## src/rtl/alu_pkg.sv

```systemverilog
// Shared ALU opcodes, issue-FSM state encoding and instruction field layout.
package alu_pkg;

  localparam int DW   = 8;
  localparam int NREG = 8;
  localparam int AW   = 3;
  localparam int OPW  = 5;
  localparam int IW   = 20;

  // Instruction field offsets within the 20-bit instruction word
  localparam int IMM_SEL_BIT = 19;
  localparam int OP_LSB      = 14;
  localparam int RD_LSB      = 11;
  localparam int RS_LSB      = 8;
  localparam int IMM_LSB     = 0;

  localparam logic [4:0] OP_ADD  = 5'h00;
  localparam logic [4:0] OP_SUB  = 5'h01;
  localparam logic [4:0] OP_AND  = 5'h02;
  localparam logic [4:0] OP_OR   = 5'h03;
  localparam logic [4:0] OP_XOR  = 5'h04;
  localparam logic [4:0] OP_NOT  = 5'h05;
  localparam logic [4:0] OP_SHL  = 5'h06;
  localparam logic [4:0] OP_SHR  = 5'h07;
  localparam logic [4:0] OP_ROL  = 5'h08;
  localparam logic [4:0] OP_ROR  = 5'h09;
  localparam logic [4:0] OP_INC  = 5'h0A;
  localparam logic [4:0] OP_LDI  = 5'h0B;
  localparam logic [4:0] OP_RSV0 = 5'h0C;
  localparam logic [4:0] OP_RSV1 = 5'h0D;
  localparam logic [4:0] OP_RSV2 = 5'h0E;
  localparam logic [4:0] OP_DEC  = 5'h0F;
  localparam logic [4:0] OP_SBB  = 5'h10;
  localparam logic [4:0] OP_MAX  = 5'h10;

  typedef enum logic [2:0] {
    S_IDLE  = 3'd0,
    S_SETUP = 3'd1,
    S_FIRE  = 3'd2,
    S_CAPT  = 3'd3,
    S_WB    = 3'd4
  } state_t;

  typedef struct packed {
    logic       imm_sel;
    logic [4:0] op;
    logic [2:0] rd;
    logic [2:0] rs;
    logic [7:0] imm;
  } instr_t;

endpackage

```

## src/rtl/alu_issue_regfile8.sv

```systemverilog
// 8x8 register file: one synchronous write port, three combinational read ports.
// Write lands on the clock edge; reads see the pre-write value until then.
module regfile8 #(
  parameter int DW   = 8,
  parameter int NREG = 8,
  parameter int AW   = $clog2(NREG)
) (
  input  logic          clk,
  input  logic          rst,
  input  logic          we,
  input  logic [AW-1:0] waddr,
  input  logic [DW-1:0] wdata,
  input  logic [AW-1:0] raddr0,
  output logic [DW-1:0] rdata0,
  input  logic [AW-1:0] raddr1,
  output logic [DW-1:0] rdata1,
  input  logic [AW-1:0] raddr2,
  output logic [DW-1:0] rdata2
);

  logic [DW-1:0] regs [NREG];

  always_ff @(posedge clk or posedge rst) begin
    if (rst) begin
      for (int i = 0; i < NREG; i++) regs[i] <= '0;
    end else if (we) begin
      regs[waddr] <= wdata;
    end
  end

  assign rdata0 = regs[raddr0];
  assign rdata1 = regs[raddr1];
  assign rdata2 = regs[raddr2];

endmodule

```

## src/rtl/alu_issue.sv

```systemverilog
// Issues one instruction to the external ALU: operand read, single enable pulse, capture, writeback.
// Latency 4 cycles accept-to-done, one instruction per 5 cycles; instr_ready is low while busy.
module alu_issue
  import alu_pkg::*;
#(
  parameter int DW   = 8,
  parameter int NREG = 8,
  parameter int OPW  = 5
) (
  input  logic                     clk,
  input  logic                     rst,
  input  logic                     instr_valid,
  output logic                     instr_ready,
  input  logic [IW-1:0]            instr,
  output logic [DW-1:0]            alu_a1,
  output logic [DW-1:0]            alu_a2,
  output logic [OPW-1:0]           alu_control,
  output logic                     alu_enable,
  input  logic [DW-1:0]            alu_o,
  input  logic [2:0]               alu_status,
  output logic                     done,
  output logic                     err,
  output logic                     carry,
  input  logic [$clog2(NREG)-1:0]  dbg_addr,
  output logic [DW-1:0]            dbg_data
);

  localparam int RAW = $clog2(NREG);

  state_t          state;
  instr_t          ins;
  logic [OPW-1:0]  op_q;
  logic [RAW-1:0]  rd_q;
  logic [RAW-1:0]  rs_q;
  logic [DW-1:0]   imm_q;
  logic            imm_sel_q;
  logic [DW-1:0]   o_q;
  logic [2:0]      status_q;
  logic [DW-1:0]   rd_data;
  logic [DW-1:0]   rs_data;
  logic            unused_status;

  assign ins           = instr_t'(instr);
  assign instr_ready   = (state == S_IDLE);
  assign unused_status = ^status_q[2:1];

  regfile8 #(.DW(DW), .NREG(NREG), .AW(RAW)) u_rf (
    .clk    (clk),
    .rst    (rst),
    .we     (state == S_WB),
    .waddr  (rd_q),
    .wdata  (o_q),
    .raddr0 (rd_q),
    .rdata0 (rd_data),
    .raddr1 (rs_q),
    .rdata1 (rs_data),
    .raddr2 (dbg_addr),
    .rdata2 (dbg_data)
  );

  always_ff @(posedge clk or posedge rst) begin
    if (rst) begin
      state       <= S_IDLE;
      op_q        <= '0;
      rd_q        <= '0;
      rs_q        <= '0;
      imm_q       <= '0;
      imm_sel_q   <= 1'b0;
      o_q         <= '0;
      status_q    <= '0;
      alu_a1      <= '0;
      alu_a2      <= '0;
      alu_control <= '0;
      alu_enable  <= 1'b0;
      done        <= 1'b0;
      err         <= 1'b0;
      carry       <= 1'b0;
    end else begin
      done <= 1'b0;
      err  <= 1'b0;
      case (state)
        S_IDLE: begin
          if (instr_valid) begin
            op_q      <= ins.op;
            rd_q      <= ins.rd;
            rs_q      <= ins.rs;
            imm_q     <= ins.imm;
            imm_sel_q <= ins.imm_sel;
            // err is registered here so it is visible during the SETUP cycle
            err       <= (ins.op > OP_MAX);
            state     <= S_SETUP;
          end
        end
        S_SETUP: begin
          if (op_q > OP_MAX) begin
            state <= S_IDLE;
          end else begin
            alu_a1      <= rd_data;
            alu_a2      <= imm_sel_q ? imm_q : rs_data;
            alu_control <= op_q;
            alu_enable  <= 1'b1;
            state       <= S_FIRE;
          end
        end
        S_FIRE: begin
          alu_enable <= 1'b0;
          state      <= S_CAPT;
        end
        S_CAPT: begin
          o_q      <= alu_o;
          status_q <= alu_status;
          done     <= 1'b1;
          state    <= S_WB;
        end
        S_WB: begin
          if (op_q == OP_ADD) carry <= status_q[0];
          state <= S_IDLE;
        end
        default: begin
          alu_enable <= 1'b0;
          state      <= S_IDLE;
        end
      endcase
    end
  end

endmodule

```

## config.mk

```make
export PLATFORM = sky130hd
export DESIGN_NAME = alu_issue
export DESIGN_NICKNAME = d
export VERILOG_FILES = /design/src/rtl/alu_pkg.sv /design/src/rtl/alu_issue_regfile8.sv /design/src/rtl/alu_issue.sv
export SDC_FILE = /design/constraint.sdc
export NUM_CORES = 1
export LEC_CHECK = 0
export BUFFER_PORTS_ARGS = -buffer_cell sky130_fd_sc_hd__buf_2
export CAP_MARGIN = 30
export CORE_MARGIN = 5
export CORE_UTILIZATION = 50
export CTS_BUF_LIST = sky130_fd_sc_hd__clkbuf_16
export DETAILED_ROUTE_END_ITERATION = 8
export GPL_ROUTABILITY_DRIVEN = 0
export PLACE_DENSITY_LB_ADDON = 0.1
export SLEW_MARGIN = 15
export SYNTH_ARGS = -nofsm -noshare
export SYNTH_HDL_FRONTEND = slang
export SYNTH_SLANG_ARGS = --single-unit
```

## constraint.sdc

```tcl
create_clock -name clk -period 6.8 [get_ports clk]
set_input_delay 0.34 -clock clk [delete_from_list [all_inputs] [get_ports clk]]
set_output_delay 0.34 -clock clk [all_outputs]
set_load 0.005 [all_outputs]
```

=== Word-level counts from Yosys, hierarchy flattened ===
Cells that the tools add are included.

* Bits in registers: 121
* Input port bits: 37
* Output and inout bits: 34
* Word-level logic and storage cells: 69

* Order comparisons: 6
* Equality and inequality tests: 6
* Muxes and demuxes: 21
* Bitwise logic cells: 5
* Reductions and logical operators: 8

{| class="wikitable"
|+ Operators by type and width
! cell !! count
|-
| binary-select mux 8 bit (select 3 bit) || 3
|-
| bitwise mux 64 bit || 1
|-
| 2-to-1 mux 8 bit || 8
|-
| demux 8 bit (select 3 bit) || 1
|-
| >= comparator 4 bit, second input constant || 3
|-
| NOT 3 -> 4 bit || 3
|-
| one-hot mux 3 bit (4 select lines) || 1
|-
| greater-than comparator 5 bit, second input constant || 2
|-
| AND reduction 2 bit || 4
|-
| == test 3 x 2 -> 1 bit, second input constant || 2
|-
| zero test 5 bit || 1
|-
| < comparator 4 x 1 -> 1 bit, second input constant || 1
|-
| 2-to-1 mux 1 bit || 4
|-
| != test 2 bit, second input constant || 2
|-
| == test 3 x 1 -> 1 bit, second input constant || 1
|-
| == test 3 bit, second input constant || 1
|-
| zero test 3 bit || 1
|-
| 2-to-1 mux 3 bit || 1
|-
| OR reduction 3 bit || 1
|-
| 2-to-1 mux 2 bit || 1
|-
| NOT 1 bit || 2
|-
| one-hot mux 1 bit (2 select lines) || 1
|-
| logical AND 1 bit || 1
|}

=== Longest topological paths before layout ===
* Depth in word-level cells: 6
* Mapped depth: 7

=== Modules after synthesis ===
A second synthesis with hierarchy kept.

* Cell total of the unflattened synthesis: 387
* Area, all modules: 6333.6 um^2

{| class="wikitable"
|+ Modules (own cells, without submodules)
! module !! times used !! cells each !! area each (um^2)
|-
| regfile8 || 1 || 231 || 4082.7
|-
| alu_issue || 1 || 156 || 2250.9
|}

=== Worst setup path before layout ===
Ideal clock, no wire load.

* Path kind: input to output
* Start: in dbg_addr[0]
* End: out dbg_data[0]
* Arrival: 1654 ps
* Data required time: 6460 ps
* Slack: 4806 ps
* Stages on the path: 4
* Path buffers: 2
* Path through: buf_2 buf_2 mux4_2 mux2_2

* Word-level cells in the longest chain between the ends: 4

{| class="wikitable"
|+ RTL lines
! what !! line !! source
|-
| start: declaration || alu_issue.sv:24 || <nowiki>input logic [$clog2(NREG)-1:0] dbg_addr,</nowiki>
|-
| NOT 3 -> 4 bit (not written as such) || alu_issue_regfile8.sv:33 || <nowiki>assign rdata2 = regs[raddr2];</nowiki>
|-
| binary-select mux 8 bit (select 3 bit) || alu_issue_regfile8.sv:33 ||
|-
| 2-to-1 mux 8 bit (not written as such) (2 in a row) || alu_issue_regfile8.sv:33 ||
|-
| end: declaration || alu_issue.sv:25 || <nowiki>output logic [DW-1:0] dbg_data</nowiki>
|}

Every way passes these cells. The select of a mux whose other input is x is not followed.

=== Final worst setup path ===
* Start: reg state[0]
* End: reg u_rf.regs[34] in the netlist's numbering

* Word-level cells in the longest chain between the ends: 1

{| class="wikitable"
|+ RTL lines
! what !! line !! source
|-
| start: declaration || alu_issue.sv:30 || <nowiki>state_t state;</nowiki>
|-
| start signal: assignment || alu_issue.sv:63 || <nowiki>state <= S_IDLE;</nowiki>
|-
| start signal: assignment || alu_issue.sv:91 || <nowiki>state <= S_SETUP;</nowiki>
|-
| start signal: assignment || alu_issue.sv:96 || <nowiki>state <= S_IDLE;</nowiki>
|-
| == test 3 bit || alu_issue.sv:50 || <nowiki>.we (state == S_WB),</nowiki>
|-
| end signal: indexed assignment || alu_issue_regfile8.sv:27 || <nowiki>regs[waddr] <= wdata;</nowiki>
|-
| end: declaration || alu_issue_regfile8.sv:21 || <nowiki>logic [DW-1:0] regs [NREG];</nowiki>
|}

Every way passes these cells.
A chain may end at the register's enable or synchronous reset.

==> metrics <==
CTS H-tree depth 4; VDD IR max 207 uV; Clock Latency Late Sink 0.42 ns; Clk pin slew, worst setup/hold paths 0.05 ns; routed vias 3950; outcome finished, final reports clean; Die Wd 121 um; largest net degree at the start of global routing 65; core box area 12100 sq um; area of the multi-input gates 2980 sq um; final instance area 7250 sq um; Worst Hold Class in -> async; fraction of registers with async set/reset 100%; CP max FO 8; # DRC 0; crit path capture type flip-flop; critical path class reg -> reg; Avg Cell Area, Syn 14.3 sq um; initial antenna violation count 0; share of layout cells above drive strength 1 47.5%; Post-synth EDFFs 0; final worst setup slack 4.61 ns; via/cell ratio 5.83; placed cell area 6620 sq um; YS warnings 0; post_cts resized 0; final worst path period share 32.3%; RSZ-0062 raised after global routing no; area grow syn2layout 16.9%; Gate Count Post-Synth 434; prevailing post-synth register cell dfrtp_1; number of global-route vias before repair 4137; Hold Fails Final Rpt 0; remaining global-route overflow 0; minimum clock period 2.19 ns; die footprint 14700 sq um; Syn Nets 471; Syn Std Cell Area 6210 sq um; CTS buffer count 17; highest-count cells in the layout ignoring fill and taps 121 x dfrtp_1, 110 x mux2_2, 68 x buf_2, 32 x nand2_1, 26 x mux4_2; fill count 1004; R2R cell count 4; commonest non-fill, non-tap cell in the layout dfrtp_1; IO Port Bufs 68; root buffer cell clkbuf_16; Antenna Cells 0; Pre-antenna DRT Iters 4; CTS Hold Bufs 0; setup bufs post-CTS 0; measured slew at the worst slew-check pin 0.801 ns; Chip Height 121 um; Req. time, crit path 7.10 ns; post-synthesis sequential area ratio 48.8%; pre-CTS WS 4.48 ns; overall power 3.25 mW; CTS tree yes; ANT nets after route 0; Iter 0 DRT Violations 244; fin. max-slew vios 0; P per Cell Area 448 nW/um^2; DR WL/cell 21.3 um; Worst slew margin 46.6%; Ports 71; maximum clock path buffer count 2; WP data arrival 2.49 ns; Fin Setup TNS 0 ns; Detailed Place HPWL 9400 um; first-pass GRT wire length 23400 um; CP startpoint kind flip-flop; Leakage Power 3.46 nW; FMAX 456 MHz; Total GRT Usage 21.2%; #FFs+latches synth 121; Reg area 3030 sq um; fin nets 534; endpoints failing setup 0; WL final 14500 um; Starting Density 51.2%; clock sinks 121; worst clock skew 0.00719 ns; max-capacitance violation count 0; Yosys cell types 43; FP Rows 40
==> logic make-up (layout without fill, tap and decap cells) <==
| kind of cell | count (synthesis) | count (layout) | synth area share [%] |
|---|---|---|---|
| AO/OA/AOI/OAI | 40 | 40 | 3.99 |
| buffers and inverters | 35 | 111 | 3.12 |
| flip-flops | 121 | 121 | 48.8 |
| multiplexers | 171 | 171 | 38.7 |
| AND/OR/NAND/NOR | 67 | 67 | 5.38 |
==> critical path, cell delays in order, from the launching register on <==
cell	delay (ns)
dfrtp_1	0.44
or3b_1	0.45
nor2_4	0.18
and3_1	0.60
mux2_2	0.40
==> sequential cells by signal (all words and copies together) (netlist names), 3 cells and up <==
signal / cells
op_q: 5
alu_a1: 8
rd_q: 3
alu_a2: 8
imm_q: 8
rs_q: 3
state: 3
o_q: 8
u_rf.regs: 64
alu_control: 5
==> synth_stat cells (4+ instances only) <==
cell type,number,area [sq um]
buf_2,16,80.1
mux2i_1,21,210
and3_1,4,25.0
inv_1,4,15.0
nor2_1,9,33.8
mux4_1,14,368
a21oi_1,6,30.0
o21ai_1,7,35.0
nand2_1,32,120
mux2_2,110,1240
dfrtp_1,121,3030
clkbuf_1,6,22.5
o21ai_0,12,60.1
mux4_2,26,586
==> path summary, 6_finish.rpt <==
| check | slack [ns] | endpoint | from |
|---|---|---|---|
| worst max-delay path | 4.61 | u_rf.regs[34]$_DFFE_PP0P_ | state[0]$_DFFE_PP0P_ |
| worst min-delay path | 0.05 | u_rf.regs[40]$_DFFE_PP0P_ | rst |
| worst max register to register | 4.61 | u_rf.regs[34]$_DFFE_PP0P_ | state[0]$_DFFE_PP0P_ |
| worst min register to register | 0.47 | alu_control[2]$_DFFE_PP0P_ | alu_control[2]$_DFFE_PP0P_ |
| max in group asynchronous | 5.47 | u_rf.regs[47]$_DFFE_PP0P_ | rst |
| min in group clk | 0.13 | rd_q[1]$_DFFE_PP0P_ | instr[12] |
==> final cells by class <==
class,count,area share [%]
flip-flops and latches,121,41.7
clock inverters,15,2.28
inverters,4,0.242
well taps,168,2.90
multi-input cells,278,41.1
repair buffers,75,5.83
clock buffers,17,5.87
==> stage by stage <==
stage	hold slack (ns)	instances	util [%]
final	0.0483	678	59.9
after global routing	0.102	678	59.9
after CTS	0.0702	675	59.5
after detailed placement	0.458	643	54.6
after global placement	0.458	642	54.5
after floorplan	0.457	434	-
==> layer usage <==
layer | global-route usage (%) | part of all wire [%]
met5 | 0 | 0
met4 | 7.91 | 2.2
met3 | 5.31 | 4.4
met2 | 32.7 | 47
met1 | 29.2 | 47
==> where the power goes <==
group | internal, mW | switching [mW]
combinational | 0.610 | 0.450
sequential | 0.979 | 0.297
clock | 0.599 | 0.314
Note: power is estimated with default switching activity, not from simulation.
